[src/rtl/alu_mlal_sequencer.sv]
// Multi-cycle sequencer placed in front of ALUComb for long multiply-accumulate.
// An incoming MLAL is split into a held multiply step (MLALMul) followed by a
// single accumulate step (MLALAdd). The execute stage is stalled until the
// accumulate cycle. Every other ALU type is forwarded combinationally.
module alu_mlal_sequencer #(
    parameter int                    WORD_WIDTH   = 32,
    parameter int                    TYPE_WIDTH   = 8,
    parameter int                    MUL_CYCLES   = 1,
    parameter logic [TYPE_WIDTH-1:0] CODE_MLAL    = 8'h20,
    parameter logic [TYPE_WIDTH-1:0] CODE_MLALMUL = 8'h21,
    parameter logic [TYPE_WIDTH-1:0] CODE_MLALADD = 8'h22,
    parameter logic [TYPE_WIDTH-1:0] CODE_NOP     = 8'hFF
) (
    input  logic                  clock,
    input  logic                  reset,
    input  logic                  in_Valid,
    input  logic [TYPE_WIDTH-1:0] in_ALUType,
    input  logic [WORD_WIDTH-1:0] in_LeftOperand,
    input  logic [WORD_WIDTH-1:0] in_RightOperand,
    input  logic [WORD_WIDTH-1:0] in_ThirdOperand,
    input  logic [WORD_WIDTH-1:0] in_FourthOperand,
    input  logic                  in_LongMulSig,
    input  logic                  in_Flush,
    output logic [TYPE_WIDTH-1:0] out_ALUType,
    output logic [WORD_WIDTH-1:0] out_LeftOperand,
    output logic [WORD_WIDTH-1:0] out_RightOperand,
    output logic [WORD_WIDTH-1:0] out_ThirdOperand,
    output logic                  out_LongMulSig,
    output logic                  out_Stall,
    output logic                  out_Done,
    output logic                  out_Busy
);

    typedef enum logic [1:0] {
        S_IDLE = 2'd0,
        S_MUL  = 2'd1,
        S_ADD  = 2'd2
    } state_t;

    // Multiply hold counter; 4 bits covers the supported 1..15 hold cycles.
    localparam logic [3:0] COUNT_LOAD = 4'(MUL_CYCLES - 1);

    state_t                r_state;
    state_t                w_state_next;
    logic [3:0]            r_count;
    logic [3:0]            w_count_next;

    // Operands captured on the accept edge; the execute stage may change its
    // inputs freely while we are in MUL.
    logic [WORD_WIDTH-1:0] r_rm;
    logic [WORD_WIDTH-1:0] r_rs;
    logic [WORD_WIDTH-1:0] r_rdlo;
    logic [WORD_WIDTH-1:0] r_rdhi;
    logic                  r_sig;

    logic                  w_start;

    // Accept an MLAL only from IDLE, outside reset, and not in a flushed cycle.
    assign w_start = reset && (r_state == S_IDLE) && in_Valid &&
                     (in_ALUType == CODE_MLAL) && !in_Flush;

    assign out_Busy = (r_state != S_IDLE);

    // State register and multiply hold counter.
    always_ff @(posedge clock or negedge reset) begin
        if (!reset) begin
            r_state <= S_IDLE;
            r_count <= '0;
        end else begin
            r_state <= w_state_next;
            r_count <= w_count_next;
        end
    end

    // Operand capture on the accept edge only.
    always_ff @(posedge clock or negedge reset) begin
        if (!reset) begin
            r_rm   <= '0;
            r_rs   <= '0;
            r_rdlo <= '0;
            r_rdhi <= '0;
            r_sig  <= 1'b0;
        end else if (w_start) begin
            r_rm   <= in_LeftOperand;
            r_rs   <= in_RightOperand;
            r_rdlo <= in_ThirdOperand;
            r_rdhi <= in_FourthOperand;
            r_sig  <= in_LongMulSig;
        end
    end

    // Next-state and ALUComb drive; pass-through is the default behaviour.
    always_comb begin
        w_state_next     = r_state;
        w_count_next     = r_count;
        out_ALUType      = in_ALUType;
        out_LeftOperand  = in_LeftOperand;
        out_RightOperand = in_RightOperand;
        out_ThirdOperand = in_ThirdOperand;
        out_LongMulSig   = in_LongMulSig;
        out_Stall        = 1'b0;
        out_Done         = 1'b0;

        case (r_state)
            S_IDLE: begin
                if (w_start) begin
                    // ALUComb must not act on the raw MLAL code in the accept cycle.
                    out_ALUType  = CODE_NOP;
                    out_Stall    = 1'b1;
                    w_state_next = S_MUL;
                    w_count_next = COUNT_LOAD;
                end
            end
            S_MUL: begin
                out_ALUType      = CODE_MLALMUL;
                out_LeftOperand  = r_rm;
                out_RightOperand = r_rs;
                out_ThirdOperand = '0;
                out_LongMulSig   = r_sig;
                out_Stall        = 1'b1;
                if (r_count == 4'd0) begin
                    w_state_next = S_ADD;
                end else begin
                    w_count_next = r_count - 4'd1;
                end
            end
            S_ADD: begin
                // ALUComb adds {RdHi,RdLo} to its latched product; the stage
                // advances with that result, so no stall here.
                out_ALUType      = CODE_MLALADD;
                out_LeftOperand  = r_rdlo;
                out_RightOperand = r_rdhi;
                out_ThirdOperand = '0;
                out_LongMulSig   = r_sig;
                out_Done         = !in_Flush;
                w_state_next     = S_IDLE;
            end
            default: begin
                w_state_next = S_IDLE;
            end
        endcase

        // A flush abandons whatever sequence is in progress.
        if (in_Flush) begin
            w_state_next = S_IDLE;
        end
    end

endmodule

[config.mk]
export PLATFORM = sky130hd
export DESIGN_NAME = alu_mlal_sequencer
export DESIGN_NICKNAME = d
export VERILOG_FILES = /design/src/rtl/alu_mlal_sequencer.sv
export SDC_FILE = /design/constraint.sdc
export NUM_CORES = 1
export LEC_CHECK = 0
export BUFFER_PORTS_ARGS = -buffer_cell sky130_fd_sc_hd__buf_2
export CORE_MARGIN = 5
export CORE_UTILIZATION = 55
export CTS_BUF_LIST = sky130_fd_sc_hd__clkbuf_2
export CTS_CLUSTER_SIZE = 28
export DETAILED_ROUTE_END_ITERATION = 7
export GPL_ROUTABILITY_DRIVEN = 0
export GPL_TIMING_DRIVEN = 0
export PLACE_DENSITY = 0.87
export SKIP_CTS_REPAIR_TIMING = 1
export SYNTH_ARGS = -nofsm -noshare
export SYNTH_HDL_FRONTEND = slang
export SYNTH_SLANG_ARGS = --single-unit
[constraint.sdc]
create_clock -name clock -period 5.4 [get_ports clock]
set_input_delay 0.54 -clock clock [delete_from_list [all_inputs] [get_ports clock]]
set_output_delay 0.54 -clock clock [all_outputs]
set_load 0.02 [all_outputs]
After elaboration in Yosys (flattened, before gate mapping)

Index checks and enable logic that the tools add are counted.

Input port bits: 141
Word-level logic and storage cells: 43
Bits in registers: 135
Output and inout bits: 108

Equality and inequality tests: 7
Reductions and logical operators: 12
Multiplexer cells: 16
Add/subtract/negate cells: 1

Operator list:

| cell                  | count |
|---|---|
| $pmux W32 S2          | 2 |
| $mux W32              | 1 |
| $pmux W8 S3           | 1 |
| $eq A8 B6 Y1 const B  | 1 |
| $mux W4               | 2 |
| $mux W8               | 1 |
| $pmux W4 S2           | 1 |
| $mux W2               | 3 |
| $ne A3 B3 Y1 const B  | 2 |
| $logic_and A1 B1 Y1   | 4 |
| $logic_not A4 Y1      | 1 |
| $ne A2 B2 Y1 const B  | 2 |
| $pmux W2 S2           | 1 |
| $reduce_bool A2 Y1    | 2 |
| $sub A4 B1 Y4 const B | 1 |
| $mux W1               | 3 |
| $reduce_and A3 Y1     | 1 |
| $eq A2 B1 Y1 const B  | 1 |
| $eq A2 B2 Y1 const B  | 1 |
| $logic_not A2 Y1      | 1 |
| $pmux W1 S2           | 1 |
| $reduce_and A2 Y1     | 1 |
| $reduce_or A2 Y1      | 1 |
| $logic_not A1 Y1      | 1 |

Logic depth before layout (Yosys ltp)

Gate-level depths: netlist of the first run.

Word-level depth: 8
Depth in mapped cells: 10
Depth with buffers taken out: 6

Least setup slack after synthesis of the first run

OpenSTA, ideal clock, no wires.

Path kind: register -> output
Start: register r_state[0]
End: output port out_RightOperand[15]
Buffers on the path: 3
Setup slack: 2.948 ns
Required time: 4.860 ns
Cell stages (with the launch flop): 8
Arrival: 1.912 ns
Cells stage by stage: dfrtp_1 -> inv_1 -> ha_1 -> clkbuf_1 -> clkbuf_1 -> clkbuf_1 -> nor2_1 -> a21oi_1

Longest elaborated chain between the ends: 2
Elaborated cells between the ends (all ways): 3
Classes of those cells: eq/ne: 2; mux: 1

RTL lines:

| what                                         | RTL line | source |
|---|---|---|
| start: declaration                           | 43       | `state_t r_state;` |
| start signal: assignment                     | 70       | `r_state <= w_state_next;` |
| $eq A2 B2 Y1 or $eq A2 B1 Y1 (tied branches) | 104      | `case (r_state)` |
| $pmux W32 S2 *                               | 104      |  |
| end: declaration                             | 26       | `output logic [WORD_WIDTH-1:0] out_RightOperand,` |

Every way passes the cells marked *; elsewhere a longest branch is shown, timed or not.

Worst setup path after layout of the first run

Start: register r_state[0]
End: output port out_RightOperand[30]

The elaborated chain is that of the path after synthesis.

==> impl_metrics.csv, run 1 <==
group,metric,value,unit
clock_tree,cts_buffers,17,
global_route,antenna_found_initial,2,
timing,rsz0062_at_grt,"no",
clock_tree,clk_latency,0.66,ns
setup_path,r2r_setup_slack,3.10,ns
drt,drc,0,
yosys,synth_nets,1034,
timing,setup_viol,0,
yosys,synth.most_common_cell,"nand2_1",
clock_tree,clockBufferDepth,2,
global_route,track_usage,0.2899,
place,dp.final_hpwl,16100,µm
yosys,syn_inst,887,
setup_path,cp.arrival,3.55,ns
power,pwr_density_cell,220.9,nW/µm²
place,portBuffers,248,
setup_path,crit_required,4.86,ns
timing,finalClockSkew,0.02308,ns
timing,tightest_slew,0.6671,ns
drt,drtIter0Drc,768,
flow_run,drv_cap,0,
floorplanning,io_pins,249,
timing,finalCriticalPeriod,4.089,ns
drt,ant_nets,0,
floorplanning,num_rows,40,
drt,first_pass_iters,8,
yosys,synth_top_cell_area_share,0.4912,
yosys,synth.area.top_cells,"dfrtp_1 49%, nand2_1 21%, a22oi_1 7.0%, a21oi_1 4.9%, nor2_1 3.9%",
cells_and_area,n_fill_cell,943,
global_route,grt_max_degree,71,
timing,clock.fmax,0.2445,GHz
setup_path,start_kind,"register",
cells_and_area,layout-drive-gt1-share,0.2546,
timing,drv_slew,0,
drt,met3WireLength,1984,µm
timing,finalSetupTns,0,ns
power,power.leakage,5.005,nW
cells_and_area,final_net_count,1341,
clock_tree,htree_levels,4,
global_route,grt_pass1_wl,33950,µm
yosys,async_flop_share,1.000,
yosys,ys_types,37,
hold_path,worstHoldPathType,"primary input to register",
yosys,syn_area_per_cell,7.754,µm²
drt,wl_met2,11200,µm
timing,slew-limit-headroom,0.5553,
floorplanning,fp.dieH,121.8,µm
status,status,"complete, no violations",
yosys,synth_edf_count,0,
timing,period_share,0.7573,
global_route,grt_pass1_vias,6845,
yosys,ys.flop_type,"dfrtp_1",
yosys,syn_area,6878,µm²
cells_and_area,syn2layout_area_growth,31.00,%
clock_tree,cts_tree,"built",
yosys,ys_ff_latch,135,
yosys,yosysWarnings,0,
yosys,synth_common_cells,"389 x nand2_1, 135 x dfrtp_1, 71 x nor2_1",
setup_path,crit_type,"register to primary output",
floorplanning,die_w,121.8,µm
drt,drt-met1-wl,9046,µm
clock_tree,root_buffer,"clkbuf_2",
floorplanning,initial_utilization,0.5679,
drt,drt-total-wl,22630,µm
global_route,overflow,0,
cells_and_area,utilization,0.7439,
clock_tree,numClockSinks,135,
yosys,seq_area_frac_synth,0.4912,
setup_path,crit_fanout,10,
floorplanning,die_area,14840,µm²
clock_tree,clkTransAtPathRegs,0.19,ns
power,ir_drop,0.1192,mV
drt,num_vias,7494,
setup_path,worstSetupEndpointType,"primary output",
timing,finalHoldViolCount,0,
floorplanning,core_area,12110,µm²
drt,post_drt_wl_per_cell,16.46,µm
drt,routed_via_density,5.450,
yosys,synth_largest_area_cell,"dfrtp_1",
drt,top_layer,"met5",
## worst max-delay path, cell delays in order (launching register included)
cell	delay (ns)
dfrtp_1	0.43
inv_1	0.08
ha_1	0.28
clkbuf_1	0.46
clkbuf_1	0.58
clkbuf_1	0.56
nor2_1	0.09
a21oi_1	0.20
buf_2	0.20
## routing by layer
metal  global-route usage  vias up
met4              0.08403        2
met2               0.4896      414
met5                    0        -
met3              0.06825       43
li1                     -     3499
met1               0.3739     3536
## placed cells by master (no fill, tap or decap), types with 2 or more instances in the layout
| master | instances |
|---|---|
| nor2_1 | 71 |
| dlygate4sd3_1 | 39 |
| o21ai_0 | 4 |
| clkbuf_2 | 19 |
| bufinv_16 | 4 |
| nand3_1 | 5 |
| ha_1 | 6 |
| a21oi_1 | 68 |
| buf_4 | 9 |
| clkinv_2 | 4 |
| and3_1 | 2 |
| nor2b_1 | 36 |
| buf_2 | 263 |
| inv_1 | 8 |
| nand2_1 | 389 |
| clkbuf_1 | 33 |
| nand4_1 | 3 |
| a22oi_1 | 64 |
| clkinv_1 | 3 |
| dfrtp_1 | 135 |
| a211o_1 | 2 |
| buf_1 | 6 |
| o21a_1 | 6 |
| o22ai_1 | 3 |
| nor3_1 | 4 |
## logic make-up after synthesis
kind of cell,synth area share
adder cells (fa/ha/maj),0.01091
AND/OR/NAND/NOR,0.3080
flip-flops,0.4912
AO/OA/AOI/OAI,0.1397
buffers and inverters,0.04712
multiplexers,0.003093
## area by class of cell
cell class | count | area, µm² | share of cell area
buffer | 64 | 294.0 | 0.03263
clock inverter | 12 | 158.9 | 0.01764
tap | 168 | 210.2 | 0.02333
timing repair buffer | 288 | 1665 | 0.1848
clock buffer | 19 | 95.09 | 0.01055
antenna | 1 | 2.502 | 0.0002777
inverter | 8 | 30.03 | 0.003333
multi-input combinational | 680 | 3176 | 0.3525
sequential | 135 | 3378 | 0.3749
## registers in the layout, indices dropped and copies added (netlist names)
name	cells
r_rdlo	32
r_count	4
r_rs	32
r_rdhi	32
r_rm	32
r_state	2
r_sig	1
## per-stage QoR
stage | worst slack, ns | total power [W] | cell area (µm²) | hold slack, ns | instances
6_report | 1.311 | 0.001990 | 9010 | 0.05887 | 1375
5_1_grt | 1.050 | 0.002069 | 9010 | -0.005133 | 1375
4_1_cts | 1.235 | 0.001975 | 8617 | -0.2159 | 1335
2_1_floorplan | 2.948 | 0.001179 | 6878 | 0.2444 | 887
3_5_place_dp | 1.989 | 0.001322 | 8363 | 0.4563 | 1304
3_3_place_gp | 0.3871 | 0.001314 | 8329 | 0.4485 | 1303
## final timing paths
kind / startpoint / end / depth (start not counted)
hold / removal: in_ThirdOperand[27] / r_rdlo[27]$_DFFE_PN0P_ / 3
setup / recovery: r_state[0]$_DFFE_PN0P_ / out_RightOperand[30] / 8
min in group asynchronous: reset / r_rdlo[14]$_DFFE_PN0P_ / 2
setup reg to reg: r_state[1]$_DFFE_PN0P_ / r_rs[19]$_DFFE_PN0P_ / 10
hold reg to reg: r_rs[9]$_DFFE_PN0P_ / r_rs[9]$_DFFE_PN0P_ / 2
max in group asynchronous: reset / r_rdhi[9]$_DFFE_PN0P_ / 3
## power breakdown
part	switching (W)	leakage, nW	internal [W]
sequential	0.0000132	1.87	0.00103
combinational	0.000166	2.98	0.000119
clock	0.000364	0.156	0.000298
total	0.000543	5.00	0.00145
(Power assumes the default switching activity.)
==> run 2, diff against run 1 <==
CORE_UTILIZATION = 52   (was 55)
PLACE_DENSITY = 0.83   (was 0.87)
clock period = 4 ns   (was 5.4 ns; I/O delays follow)
==> impl_metrics.csv, run 2 (synthesized netlist as in run 1, its figures left out) <==
group,metric,value,unit
global_route,grtUsageMet1,0.3346,
timing,setup_viol,0,
timing,tightest_slew,0.6676,ns
global_route,overflow,0,
setup_path,crit_required,3.60,ns
cells_and_area,syn2layout_area_growth,45.19,%
global_route,antenna_found_initial,1,
clock_tree,cts_buffers,17,
drt,drtIter0Drc,1017,
floorplanning,die_area,15630,µm²
drt,drc,0,
timing,period_share,0.9561,
timing,clock.fmax,0.2615,GHz
floorplanning,die_w,125.0,µm
clock_tree,cts_tree,"built",
clock_tree,clkTransAtPathRegs,0.21,ns
status,status,"complete, no violations",
floorplanning,io_pins,249,
global_route,grt_pass1_vias,7165,
timing,finalCriticalPeriod,3.824,ns
floorplanning,core_area,13090,µm²
setup_path,crit_fanout,10,
setup_path,crit_type,"register to primary output",
drt,post_drt_wl_per_cell,17.68,µm
cells_and_area,final_common_cell,"nand2_1",
clock_tree,clk_latency,0.73,ns
global_route,grt_util_met3,0.08443,
cells_and_area,layout-drive-gt1-share,0.2402,
setup_path,worstSetupEndpointType,"primary output",
drt,drt-total-wl,26100,µm
global_route,track_usage,0.2761,
flow_run,drv_cap,0,
global_route,use_met2,0.4654,
clock_tree,root_buffer,"clkbuf_2",
timing,finalClockSkew,0.02730,ns
clock_tree,htree_levels,4,
cells_and_area,final_net_count,1433,
place,placed_area,8373,µm²
hold_path,worstHoldPathType,"primary input to asynchronous set/reset pin",
power,swShare,0.2763,
timing,rsz0062_at_grt,"no",
setup_path,start_kind,"register",
drt,ant_nets,0,
power,p_sw,0.0007973,W
drt,num_vias,8225,
drt,routed_via_density,5.572,
clock_tree,numClockSinks,135,
power,seqPwrFrac,0.489,
power,power.leakage,5.412,nW
power,pwr_density_cell,288.9,nW/µm²
timing,slew-limit-headroom,0.5487,
global_route,grt.busiest_layer,"met2",
place,dp.final_hpwl,16040,µm
floorplanning,initial_utilization,0.5256,
drt,first_pass_iters,6,
place,portBuffers,248,
power,intPower,0.002088,W
global_route,grt_max_degree,100,
timing,drv_slew,0,
global_route,grt_pass1_wl,35120,µm
power,p_total,0.002885,W
cells_and_area,final_cell_mix,"389 x nand2_1, 263 x buf_2, 135 x dfrtp_1",
setup_path,cp.arrival,3.42,ns
clock_tree,clockBufferDepth,2,
power,p_comb_frac,0.164,
power,ir_drop,0.2021,mV
timing,finalHoldViolCount,0,
power,clkPwrFrac,0.348,
cells_and_area,design_area,9986,µm²
floorplanning,num_rows,42,
floorplanning,fp.dieH,125.0,µm
cells_and_area,utilization,0.7631,
run 2: cell count changes in the layout (fill, tap and decap cells not counted), sizes merged:
cell	previous run	this run
clkinvlp	1	2
inv	8	10
clkinv	7	4
dlygate4sd3	39	131
bufinv	4	5
run 2: path summary, 6_finish.rpt:
path | from | endpoint | slack, ns | depth (start not counted)
worst min register to register | r_rs[14]$_DFFE_PN0P_ | r_rs[14]$_DFFE_PN0P_ | 0.49 | 2
worst min-delay path | reset | r_rm[26]$_DFFE_PN0P_ | 0.11 | 2
min in group clock | in_ALUType[6] | r_state[0]$_DFFE_PN0P_ | 0.14 | 5
worst max register to register | r_state[1]$_DFFE_PN0P_ | r_rdlo[3]$_DFFE_PN0P_ | 1.74 | 9
max in group asynchronous | reset | r_rdhi[28]$_DFFE_PN0P_ | 3.06 | 3
worst max-delay path | r_state[0]$_DFFE_PN0P_ | out_RightOperand[23] | 0.18 | 8
run 2: metrics by stage:
| step | TNS (ns) | worst slack [ns] | std cells | hold WS (ns) |
|---|---|---|---|---|
| 5_1_grt | 0 | 0.008037 | 1476 | 0.07292 |
| 6_report | 0 | 0.1756 | 1476 | 0.1060 |
| 3_5_place_dp | 0 | 0.8313 | 1312 | 0.3340 |
| 2_1_floorplan | 0 | 1.688 | 887 | 0.1044 |
| 3_3_place_gp | -60.43 | -0.8193 | 1311 | 0.4464 |
| 4_1_cts | -0.001182 | -0.001182 | 1344 | -0.4918 |
run 2: layout make-up:
cell class,count,area [µm²]
fillers,891,3099
clock inverters,13,201.4
inverters,8,30.03
flip-flops and latches,135,3378
well taps,176,220.2
diodes,1,2.502
clock buffers,19,95.09
plain buffers,64,296.5
repair buffers,380,2586
multi-input cells,680,3176
run 2: worst max-delay path: stages (launching register included):
cell      delay, ns
dfrtp_1        0.43
inv_1          0.08
ha_1           0.28
clkbuf_1       0.52
clkbuf_2       0.41
clkbuf_1       0.48
nor2_1         0.12
a21oi_1        0.20
buf_2          0.21
run 2: layer usage:
| layer | share of wire | vias to the layer above |
|---|---|---|
| li1 | - | 3680 |
| met1 | 0.37 | 3808 |
| met2 | 0.49 | 623 |
| met3 | 0.10 | 114 |
| met4 | 0.045 | 0 |
| met5 | 0 | - |
run 2: power groups by stage:
stage / Clock [W] / Combinational, W / Sequential (W)
2_1_floorplan: 0 / 0.000163 / 0.00143
3_3_place_gp: 0 / 0.000346 / 0.00143
3_5_place_dp: 0 / 0.000355 / 0.00143
4_1_cts: 0.00101 / 0.000356 / 0.00141
5_1_grt: 0.00106 / 0.000510 / 0.00141
6_report: 0.00100 / 0.000472 / 0.00141
